<file path="src/rtl/if_fetch_stage.sv">
// Instruction fetch stage: owns the PC, fetches words over a req/ready handshake and
// presents {PC+4, instruction, valid} to the IF/ID register, with stall, redirect and squash.
module if_fetch_stage #(
    parameter logic [31:0] RESET_PC  = 32'h0000_0000,
    parameter logic [31:0] NOP_INSTR = 32'h0000_0000
) (
    input  logic        clk,
    input  logic        reset,
    input  logic        stall,
    input  logic        branch_taken,
    input  logic [31:0] branch_target,
    input  logic        jump,
    input  logic [31:0] jump_target,
    output logic        imem_req,
    output logic [31:0] imem_addr,
    input  logic        imem_ready,
    input  logic [31:0] imem_rdata,
    output logic [31:0] addressout,
    output logic [31:0] instructionout,
    output logic        valid_out
);

    typedef enum logic [1:0] {
        IDLE  = 2'd0,
        FETCH = 2'd1,
        HOLD  = 2'd2
    } state_t;

    state_t      state_q;
    logic [31:0] pc_q;
    logic [31:0] req_addr_q;
    logic        squash_q;
    logic [31:0] hold_buf_q;
    logic [31:0] addressout_q;
    logic [31:0] instr_q;
    logic        valid_q;

    logic        redirect;
    logic [31:0] redirect_target;
    logic [31:0] req_addr_inc;

    // Branch resolves in an older instruction than a jump, so it wins.
    assign redirect        = branch_taken | jump;
    assign redirect_target = (branch_taken ? branch_target : jump_target) & 32'hFFFF_FFFC;
    assign req_addr_inc    = req_addr_q + 32'd4;

    always_ff @(posedge clk) begin
        if (!reset) begin
            state_q      <= IDLE;
            pc_q         <= RESET_PC;
            req_addr_q   <= 32'h0000_0000;
            squash_q     <= 1'b0;
            hold_buf_q   <= 32'h0000_0000;
            addressout_q <= 32'h0000_0000;
            instr_q      <= NOP_INSTR;
            valid_q      <= 1'b0;
        end else begin
            case (state_q)
                IDLE: begin
                    state_q <= FETCH;
                    if (redirect) begin
                        pc_q       <= redirect_target;
                        req_addr_q <= redirect_target;
                        instr_q    <= NOP_INSTR;
                        valid_q    <= 1'b0;
                    end else begin
                        req_addr_q <= pc_q;
                    end
                end

                FETCH: begin
                    if (redirect) begin
                        pc_q    <= redirect_target;
                        instr_q <= NOP_INSTR;
                        valid_q <= 1'b0;
                        // The address must stay put until the outstanding request completes.
                        if (imem_ready) begin
                            squash_q   <= 1'b0;
                            req_addr_q <= redirect_target;
                        end else begin
                            squash_q <= 1'b1;
                        end
                    end else if (!imem_ready || squash_q) begin
                        if (imem_ready) begin
                            squash_q   <= 1'b0;
                            req_addr_q <= pc_q;
                        end
                        if (!stall) begin
                            instr_q <= NOP_INSTR;
                            valid_q <= 1'b0;
                        end
                    end else if (!stall) begin
                        instr_q      <= imem_rdata;
                        addressout_q <= req_addr_inc;
                        valid_q      <= 1'b1;
                        pc_q         <= req_addr_inc;
                        req_addr_q   <= req_addr_inc;
                    end else begin
                        hold_buf_q <= imem_rdata;
                        state_q    <= HOLD;
                    end
                end

                HOLD: begin
                    if (redirect) begin
                        pc_q       <= redirect_target;
                        req_addr_q <= redirect_target;
                        instr_q    <= NOP_INSTR;
                        valid_q    <= 1'b0;
                        state_q    <= FETCH;
                    end else if (!stall) begin
                        instr_q      <= hold_buf_q;
                        addressout_q <= req_addr_inc;
                        valid_q      <= 1'b1;
                        pc_q         <= req_addr_inc;
                        req_addr_q   <= req_addr_inc;
                        state_q      <= FETCH;
                    end
                end

                default: state_q <= IDLE;
            endcase
        end
    end

    assign imem_req       = (state_q == FETCH);
    assign imem_addr      = req_addr_q;
    assign addressout     = addressout_q;
    assign instructionout = instr_q;
    assign valid_out      = valid_q;

endmodule

</file>
<file path="config.mk">
export PLATFORM = sky130hd
export DESIGN_NAME = if_fetch_stage
export DESIGN_NICKNAME = d
export VERILOG_FILES = /design/src/rtl/if_fetch_stage.sv
export SDC_FILE = /design/constraint.sdc
export NUM_CORES = 1
export LEC_CHECK = 0
export CORE_UTILIZATION = 52
export CTS_BUF_LIST = sky130_fd_sc_hd__clkbuf_16
export CTS_CLUSTER_DIAMETER = 30
export DETAILED_ROUTE_END_ITERATION = 6
export PLACE_DENSITY = 0.9
export SLEW_MARGIN = 0
export SYNTH_ARGS = -nofsm -noshare
export SYNTH_HDL_FRONTEND = slang
export SYNTH_SLANG_ARGS = --single-unit
export TNS_END_PERCENT = 20
</file>
<file path="constraint.sdc">
create_clock -name clk -period 2.72 [get_ports clk]
set_input_delay 0.272 -clock clk [delete_from_list [all_inputs] [get_ports clk]]
set_output_delay 0.272 -clock clk [all_outputs]
set_load 0.01 [all_outputs]
</file>
After elaboration in Yosys (flattened, before gate mapping)
Index checks and enable logic that the tools add are counted.
{"block": "totals", "reg_bits": 164, "input_bits": 102, "out_inout_bits": 98, "elab_cells": 84}
{"block": "classes", "add_sub_neg": 1, "eq_ne": 13, "n_mux": 44, "bitwise_logic": 3, "reduce_logical": 15}
{"cell": "two-way mux 32 bit", "n": 23}
{"cell": "one-hot mux 32 bit (3 select lines)", "n": 3}
{"cell": "one-hot mux 32 bit (2 select lines)", "n": 1}
{"cell": "adder 32 x 3 -> 32 bit (second input constant)", "n": 1}
{"cell": "AND reduction 4 bit", "n": 4}
{"cell": "!= test 3 bit (second input constant)", "n": 4}
{"cell": "two-way mux 1 bit", "n": 10}
{"cell": "two-way mux 2 bit", "n": 5}
{"cell": "!= test 2 bit (second input constant)", "n": 5}
{"cell": "AND reduction 3 bit", "n": 3}
{"cell": "one-hot mux 2 bit (3 select lines)", "n": 1}
{"cell": "nonzero test 2 bit", "n": 3}
{"cell": "!= test 4 bit (second input constant)", "n": 1}
{"cell": "!= test 3 x 2 -> 1 bit (second input constant)", "n": 1}
{"cell": "one-hot mux 1 bit (3 select lines)", "n": 1}
{"cell": "nonzero test 3 bit", "n": 1}
{"cell": "== test 2 x 1 -> 1 bit (second input constant)", "n": 1}
{"cell": "== test 2 bit (second input constant)", "n": 1}
{"cell": "logical NOT 2 bit", "n": 1}
{"cell": "inverter 1 bit", "n": 2}
{"cell": "AND reduction 2 bit", "n": 1}
{"cell": "logical NOT 1 bit", "n": 1}
{"cell": "logical OR 1 bit", "n": 1}
{"cell": "OR 1 bit", "n": 1}

Longest topological paths before layout
Gate-level depths: netlist of run 1.
{"block": "logic_depth", "word_depth": 5, "depth_mapped": 11, "depth_no_buf": 8}

Worst setup path before layout of run 1
OpenSTA, ideal clock, no wires.
{"block": "synth_path", "kind": "reg-to-reg", "start": "reg req_addr_q[6], in the netlist imem_addr[6]", "end": "reg req_addr_q[23], in the netlist imem_addr[23]", "arrival_ns": 2.343, "slack_ns": 0.282, "stages_incl_launch_ff": 9, "period_less_slack_ns": 2.438, "cell_sequence": "dfxtp_1 buf_2 and4_4 nand3_4 or4_1 buf_2 or4_1 o211a_1 o41ai_2"}
{"block": "synth_between", "elab_chain_cells": 5}
{"item": "from (decl)", "line_no": "31", "text": "logic [31:0] req_addr_q;"}
{"item": "from (signal assigned)", "line_no": "63", "text": "req_addr_q <= redirect_target;"}
{"item": "from (signal assigned)", "line_no": "67", "text": "req_addr_q <= pc_q;"}
{"item": "from (signal assigned)", "line_no": "79", "text": "req_addr_q <= redirect_target;"}
{"item": "adder 32 x 3 -> 32 bit (*)", "line_no": "45", "text": "assign req_addr_inc = req_addr_q + 32'd4;"}
{"item": "two-way mux 32 bit (*)", "line_no": "92, 111"}
{"item": "two-way mux 32 bit", "line_no": "83", "text": "end else if (!imem_ready || squash_q) begin"}
{"item": "two-way mux 32 bit", "line_no": "72", "text": "if (redirect) begin"}
{"item": "one-hot mux 32 bit (3 select lines) (*)", "line_no": "58", "text": "case (state_q)"}
Mark *: on every way between the ends. The rest lies on a longest branch, timed or not.
A chain may end at the register's enable or synchronous reset.

Worst setup path after layout of run 1
{"block": "layout_path", "start": "reg req_addr_q[3], in the netlist imem_addr[3]", "end": "reg req_addr_q[30], in the netlist imem_addr[30]"}
The elaborated chain is that of the path after synthesis.

==> results of run 1 <==
-- synthesized netlist by cell type (14+ instances only) --
library cell,number
a211oi_1,40
a21oi_1,156
a22o_1,35
a31oi_1,17
buf_1,24
clkbuf_1,92
dfxtp_1,164
mux2i_1,28
nand2_1,200
nand3_1,58
nor2_1,100
nor3_1,44
o211ai_1,34
o21ai_0,84
o221ai_1,15
o22ai_1,16
or3_1,14
xnor2_1,29
xor2_1,21
-- placed cells by master (no fill, tap or decap), drive strengths merged, types with 7 or more instances in the layout --
master,instances
o22ai,16
clkbuf,17
a21oi,156
buf,78
a31oi,17
nand2,200
o21ai,85
inv,20
xnor2,29
nand2b,8
o211ai,34
nand4,8
o221ai,15
a311oi,8
or3,14
nor4,12
a22o,35
nand3,59
xor2,21
nor3,44
clkdlybuf4s50,193
nor2,100
o211a,12
a211oi,40
and3,7
mux2i,28
dfxtp,164
-- layer usage --
| metal | global-route usage | wire, um | share of wire | up-vias |
|---|---|---|---|---|
| li1 | - | - | - | 5153 |
| met1 | 0.4580 | 13680 | 0.38 | 5296 |
| met2 | 0.5688 | 16070 | 0.45 | 850 |
| met3 | 0.07113 | 4058 | 0.11 | 188 |
| met4 | 0.2152 | 1807 | 0.051 | 0 |
| met5 | 0 | 0 | 0 | - |
-- tightest hold or removal path: stages --
cell	delay, ns
buf_2	0.14
o21ai_0	0.08
a21oi_1	0.04
-- cell families after synthesis --
group	share of synthesized area
buffers and inverters	0.05823
xor gates and xnor gates	0.04479
DFF	0.3358
and+or+nand+nor	0.2254
adders and majority gates	0.006399
AOI/OAI and AO/OA	0.2984
muxes	0.03097
-- what timing repair did --
action	4_1_cts	5_1_grt
setup endpoints to repair	0	13
gates resized for setup	0	1
setup buffers	0	0
hold endpoints to repair	0	0
-- sequential cells by signal (all words and copies together) (netlist names) --
register / cells
hold_buf_q: 32
valid_out: 1
pc_q: 32
squash_q: 1
instructionout: 32
state_q: 2
addressout: 32
imem_addr: 32
-- cell type report --
type,instances,area (um^2)
diodes,1,2.502
clock buffers,17,425.4
clock inverters,15,117.6
fillers,1436,5523
inverters,11,41.29
multi-input cells,1022,5954
flip-flops and latches,164,3283
well taps,229,286.5
repair buffers,271,2575
-- through the flow --
stage	cell area [um^2]	worst slack (ns)	total power [mW]	util
4_1_cts	12680	0.04237	7.051	0.6962
2_1_floorplan	9777	0.2817	3.940	-
3_5_place_dp	12130	-0.03404	4.796	0.6664
6_report	12690	0.1621	7.118	0.6967
5_1_grt	12690	0.04146	7.382	0.6967
3_3_place_gp	12130	0.03231	4.737	0.6664
-- where the power goes --
part	total, mW	internal, mW	switching (mW)
clock	2.29	1.19	1.10
sequential	2.79	2.59	0.200
combinational	2.04	0.884	1.16
total	7.12	4.66	2.46
-- how the worst min path moves through the flow --
stage,to,slack (ns)
detailed placement,hold_buf_q[18]$_SDFFE_PN0P_,0.45
global route,addressout[28]$_SDFFE_PN0P_,0.15
CTS,addressout[26]$_SDFFE_PN0P_,0.14
floorplan,hold_buf_q[0]$_SDFFE_PN0P_,0.41
global placement,instructionout[0]$_SDFFE_PN0P_,0.44
finish,addressout[24]$_SDFFE_PN0P_,0.13
==> flow_summary.toml, run 1 <==
[synth]
synth.area.top_cells = "dfxtp_1, a21oi_1, nand2_1"
synth-seq-cells = 164
yosysTopAreaCell = "dfxtp_1"
postSynthAreaPerCell_um2 = 7.362
netlist_instances = 1328
netlist_area_um2 = 9777
synthArstFlopShare = 0
seq_area_frac_synth = 0.3358
ys_types = 65
syn-num-nets = 1435
yosysTopAreaCellShare = 0.3358
synth_edf_count = 0
yosysWarnings = 0
ys.flop_type = "dfxtp_1"

[critical_path]
start_kind = "flip-flop"
critical-path-top-delay-family = "simple AND/OR/NAND/NOR gates"
crit_end = "imem_addr[30]$_SDFFE_PN0P_"
worstReg2RegEnd = "imem_addr[30]$_SDFFE_PN0P_"
startpoint = "imem_addr[3]$_SDFFE_PN0P_"
cp_slowest_cell = "dfxtp_1"
cp.arrival_ns = 2.94
cp_num_buf_inv = 1
ff2ff_path_depth = 8
crit_path_max_fanout = 7
reg2reg_from = "imem_addr[3]$_SDFFE_PN0P_"
max_stage_delay_ns = 0.43
critical_path_class = "flip-flop to flip-flop"
crit_required_ns = 3.10
path_cells = "ha_1, nand3_1, buf_4, nor3_1, nand2_1, or3_1, a21oi_1, o2111a_1"
r2r_setup_slack_ns = 0.16
endpoint_kind = "flip-flop"
cp.depth = 8

[sta]
period_share = 0.9404
finalClockSkew_ns = 0.01198
setup-tns-final_ns = 0
holdWs_ns = 0.1322
rsz0062_at_grt = "false"
drv_slew = 0
maxSlewHeadroom = 0.3374
clock.fmax_mhz = 390.9
worst_pin_slew_ns = 0.9903
layout_min_cycle_time_ns = 2.558
setup_viol = 0
final-hold-violation-count = 0

[route]
drcViolationCount = 12
drt_iter0_markers = 1587
avgViaCountPerCell = 6.640
drt-total-wl_um = 35610
wire_per_inst_um = 20.58
antenna_left = 0
vias = 11490
dr.pass1.iters = 7

[floorplanning]
rows = 49
die-width_um = 139.1
pin_count = 200
initial_core_util = 0.5369
die_h_um = 139.1
coreArea_um2 = 18210
dieArea_um2 = 19350

[clock_network]
ctsHoldBuffers = 0
clkTransAtPathRegs_ns = 0.07
cts_made_buffers = 17
clk_latency_ns = 0.44
clock_sinks = 164
cts_root_buffer = "clkbuf_16"
h-tree-depth = 4
tritoncts = "built"
clk_path_buf_depth = 2

[global_route]
grt_overflow_total = 0
grtUsageTotal = 0.3610
antenna_found_initial = 1
grt_max_degree = 51
grt_pass1_wl_um = 55790
grt_pass1_vias = 10770

[power_and_ir_drop]
p_leak_nw = 4.479
peakVddDrop_mv = 0.5139
pwr_density_cell_nw_per_um2 = 561.1

[run_status]
outcome = "finished with violations"
violations = "design-rule violations"

[final_layout]
drive_gt1_frac = 0.08933
syn_to_final_growth_pct = 29.75
layout.cells.non_filler = 1730
nets = 1594

[hold_path]
hold_start = "reset"
whs_path_depth = 3
min_path_type = "input pin to flip-flop"

[place]
io_buffers = 195
dp.cells = 1697
place_congestion = 0.9624
hpwl_um = 23910

[run]
cap_viol_max_count = 0
No activity file was read; power rests on OpenSTA's default activity.
==> run 2: changes to the inputs <==
- RECOVER_POWER: unset -> 50
==> flow_summary.toml, run 2 (synthesized netlist as in run 1, its figures left out) <==
[sta]
drv_slew = 0
clock.fmax_mhz = 388.7
period_share = 0.9458
worst_pin_slew_ns = 0.9986
layout_setup_ws_ns = 0.1473
rsz0062_at_grt = "false"
maxSlewHeadroom = 0.3318
setup_viol = 0
layout_min_cycle_time_ns = 2.573
final-hold-violation-count = 0
finalClockSkew_ns = 0.01126
holdWs_ns = 0.1335

[floorplanning]
die_h_um = 139.1
pin_count = 200
die-width_um = 139.1
rows = 49
initial_core_util = 0.5369
dieArea_um2 = 19350
coreArea_um2 = 18210

[final_layout]
utilization = 0.6955
drive_gt1_frac = 0.08600
nets = 1594
fillers = 1440
final_common_cell = "nand2_1"
final_cell_mix = "nand2_1, dfxtp_1, a21oi_1"
syn_to_final_growth_pct = 29.54
seq_area_um2 = 3283
multi_input_area_um2 = 5954

[clock_network]
clkTransAtPathRegs_ns = 0.07
cts-resized-gates = 0
ctsHoldBuffers = 0
cts_root_buffer = "clkbuf_16"
clk_latency_ns = 0.44
clk_path_buf_depth = 2
clock_sinks = 164
h-tree-depth = 4
tritoncts = "built"
cts_setup_buffers = 0
cts_made_buffers = 17

[route]
drt_iter0_markers = 1619
dr.pass1.iters = 7
drt-total-wl_um = 35660
drcViolationCount = 13
avgViaCountPerCell = 6.621
wire_per_inst_um = 20.61
antenna_left = 0
vias = 11450

[power_and_ir_drop]
pwr-share-comb = 0.283
p_clk_frac = 0.324
p_leak_nw = 4.748
p_int_mw = 4.611
p_seq_frac = 0.393
p_switching_mw = 2.459
peakVddDrop_mv = 0.5104
switching_share = 0.3478
pwr_density_cell_nw_per_um2 = 558.2

[critical_path]
critical_path_class = "flip-flop to flip-flop"
worstReg2RegEnd = "imem_addr[30]$_SDFFE_PN0P_"
crit_path_max_fanout = 9
ff2ff_path_depth = 7
cp.arrival_ns = 2.95
r2r_setup_slack_ns = 0.15
crit_required_ns = 3.10
reg2reg_from = "imem_addr[10]$_SDFFE_PN0P_"
start_kind = "flip-flop"
endpoint_kind = "flip-flop"

[place]
place_congestion = 0.9624
place_ws_ns = -0.03404
io_buffers = 195
hpwl_um = 23910

[global_route]
grtUsageTotal = 0.3610
grt_max_degree = 51
grt_pass1_vias = 10770
grt_overflow_total = 0
grt_pass1_wl_um = 55790
antenna_found_initial = 1

[run_status]
outcome = "finished with violations"
violations = "design-rule violations"

[run]
cap_viol_max_count = 0

[hold_path]
whs_path_depth = 3
min_path_type = "input pin to flip-flop"
hold_start = "reset"
whs_endpoint = "addressout[24]$_SDFFE_PN0P_"
[run 2: changes by cell type in the layout (fill, tap and decap cells not counted)]
cell / before / now
dlygate4sd3_1: 0 / 94
clkbuf_2: 0 / 1
clkbuf_1: 0 / 5
clkdlybuf4s50_1: 193 / 99
buf_4: 71 / 65
[run 2: worst max-delay path by stage]
stage,from,endpoint,slack (ns),cells past startpoint
floorplan,imem_addr[6]$_SDFFE_PN0P_,imem_addr[23]$_SDFFE_PN0P_,0.28,8
global route,imem_addr[3]$_SDFFE_PN0P_,imem_addr[30]$_SDFFE_PN0P_,0.05,8
CTS,state_q[0]$_SDFFE_PN0P_,pc_q[29]$_SDFFE_PN0P_,0.04,7
finish,imem_addr[10]$_SDFFE_PN0P_,imem_addr[30]$_SDFFE_PN0P_,0.15,7
detailed placement,stall,pc_q[29]$_SDFFE_PN0P_,-0.03,6
global placement,stall,pc_q[20]$_SDFFE_PN0P_,0.03,6
[run 2: routing by layer]
layer / global-route usage / vias to the layer above / routed length, um
li1: - / 5159 / -
met1: 0.4580 / 5265 / 13640
met2: 0.5688 / 856 / 16060
met3: 0.07113 / 174 / 4161
met4: 0.2152 / 0 / 1787
met5: 0 / - / 0
[run 2: area by class of cell]
cell class	instances	area share
diodes	1	0.0001976
inverters	11	0.003260
flip-flops and latches	164	0.2592
well taps	229	0.02262
clock buffers	17	0.03359
multi-input cells	1022	0.4702
repair buffers	271	0.2016
clock inverters	15	0.009287
[run 2: power by group through the flow]
stage,sequential [mW],combinational (mW),clock (mW)
global placement,2.82,1.92,0
finish,2.78,2.00,2.29
detailed placement,2.83,1.97,0
CTS,2.77,1.99,2.29
floorplan,2.82,1.12,0
global route,2.80,2.13,2.40
[run 2: critical path, stage by stage (launching register included)]
cell	delay, ns
dfxtp_1	0.38
clkbuf_1	0.48
and4_1	0.37
and3_1	0.30
nand2_1	0.20
or3_1	0.42
a21oi_1	0.17
o2111a_1	0.19
[run 2: through the flow]
| stage | cells | power [mW] | TNS [ns] | instance area [um^2] |
|---|---|---|---|---|
| detailed placement | 1697 | 4.796 | -0.1068 | 12130 |
| CTS | 1729 | 7.051 | 0 | 12680 |
| finish | 1730 | 7.070 | 0 | 12660 |
| global route | 1730 | 7.331 | 0 | 12660 |
| global placement | 1697 | 4.737 | 0 | 12130 |
| floorplan | 1328 | 3.940 | 0 | 9777 |
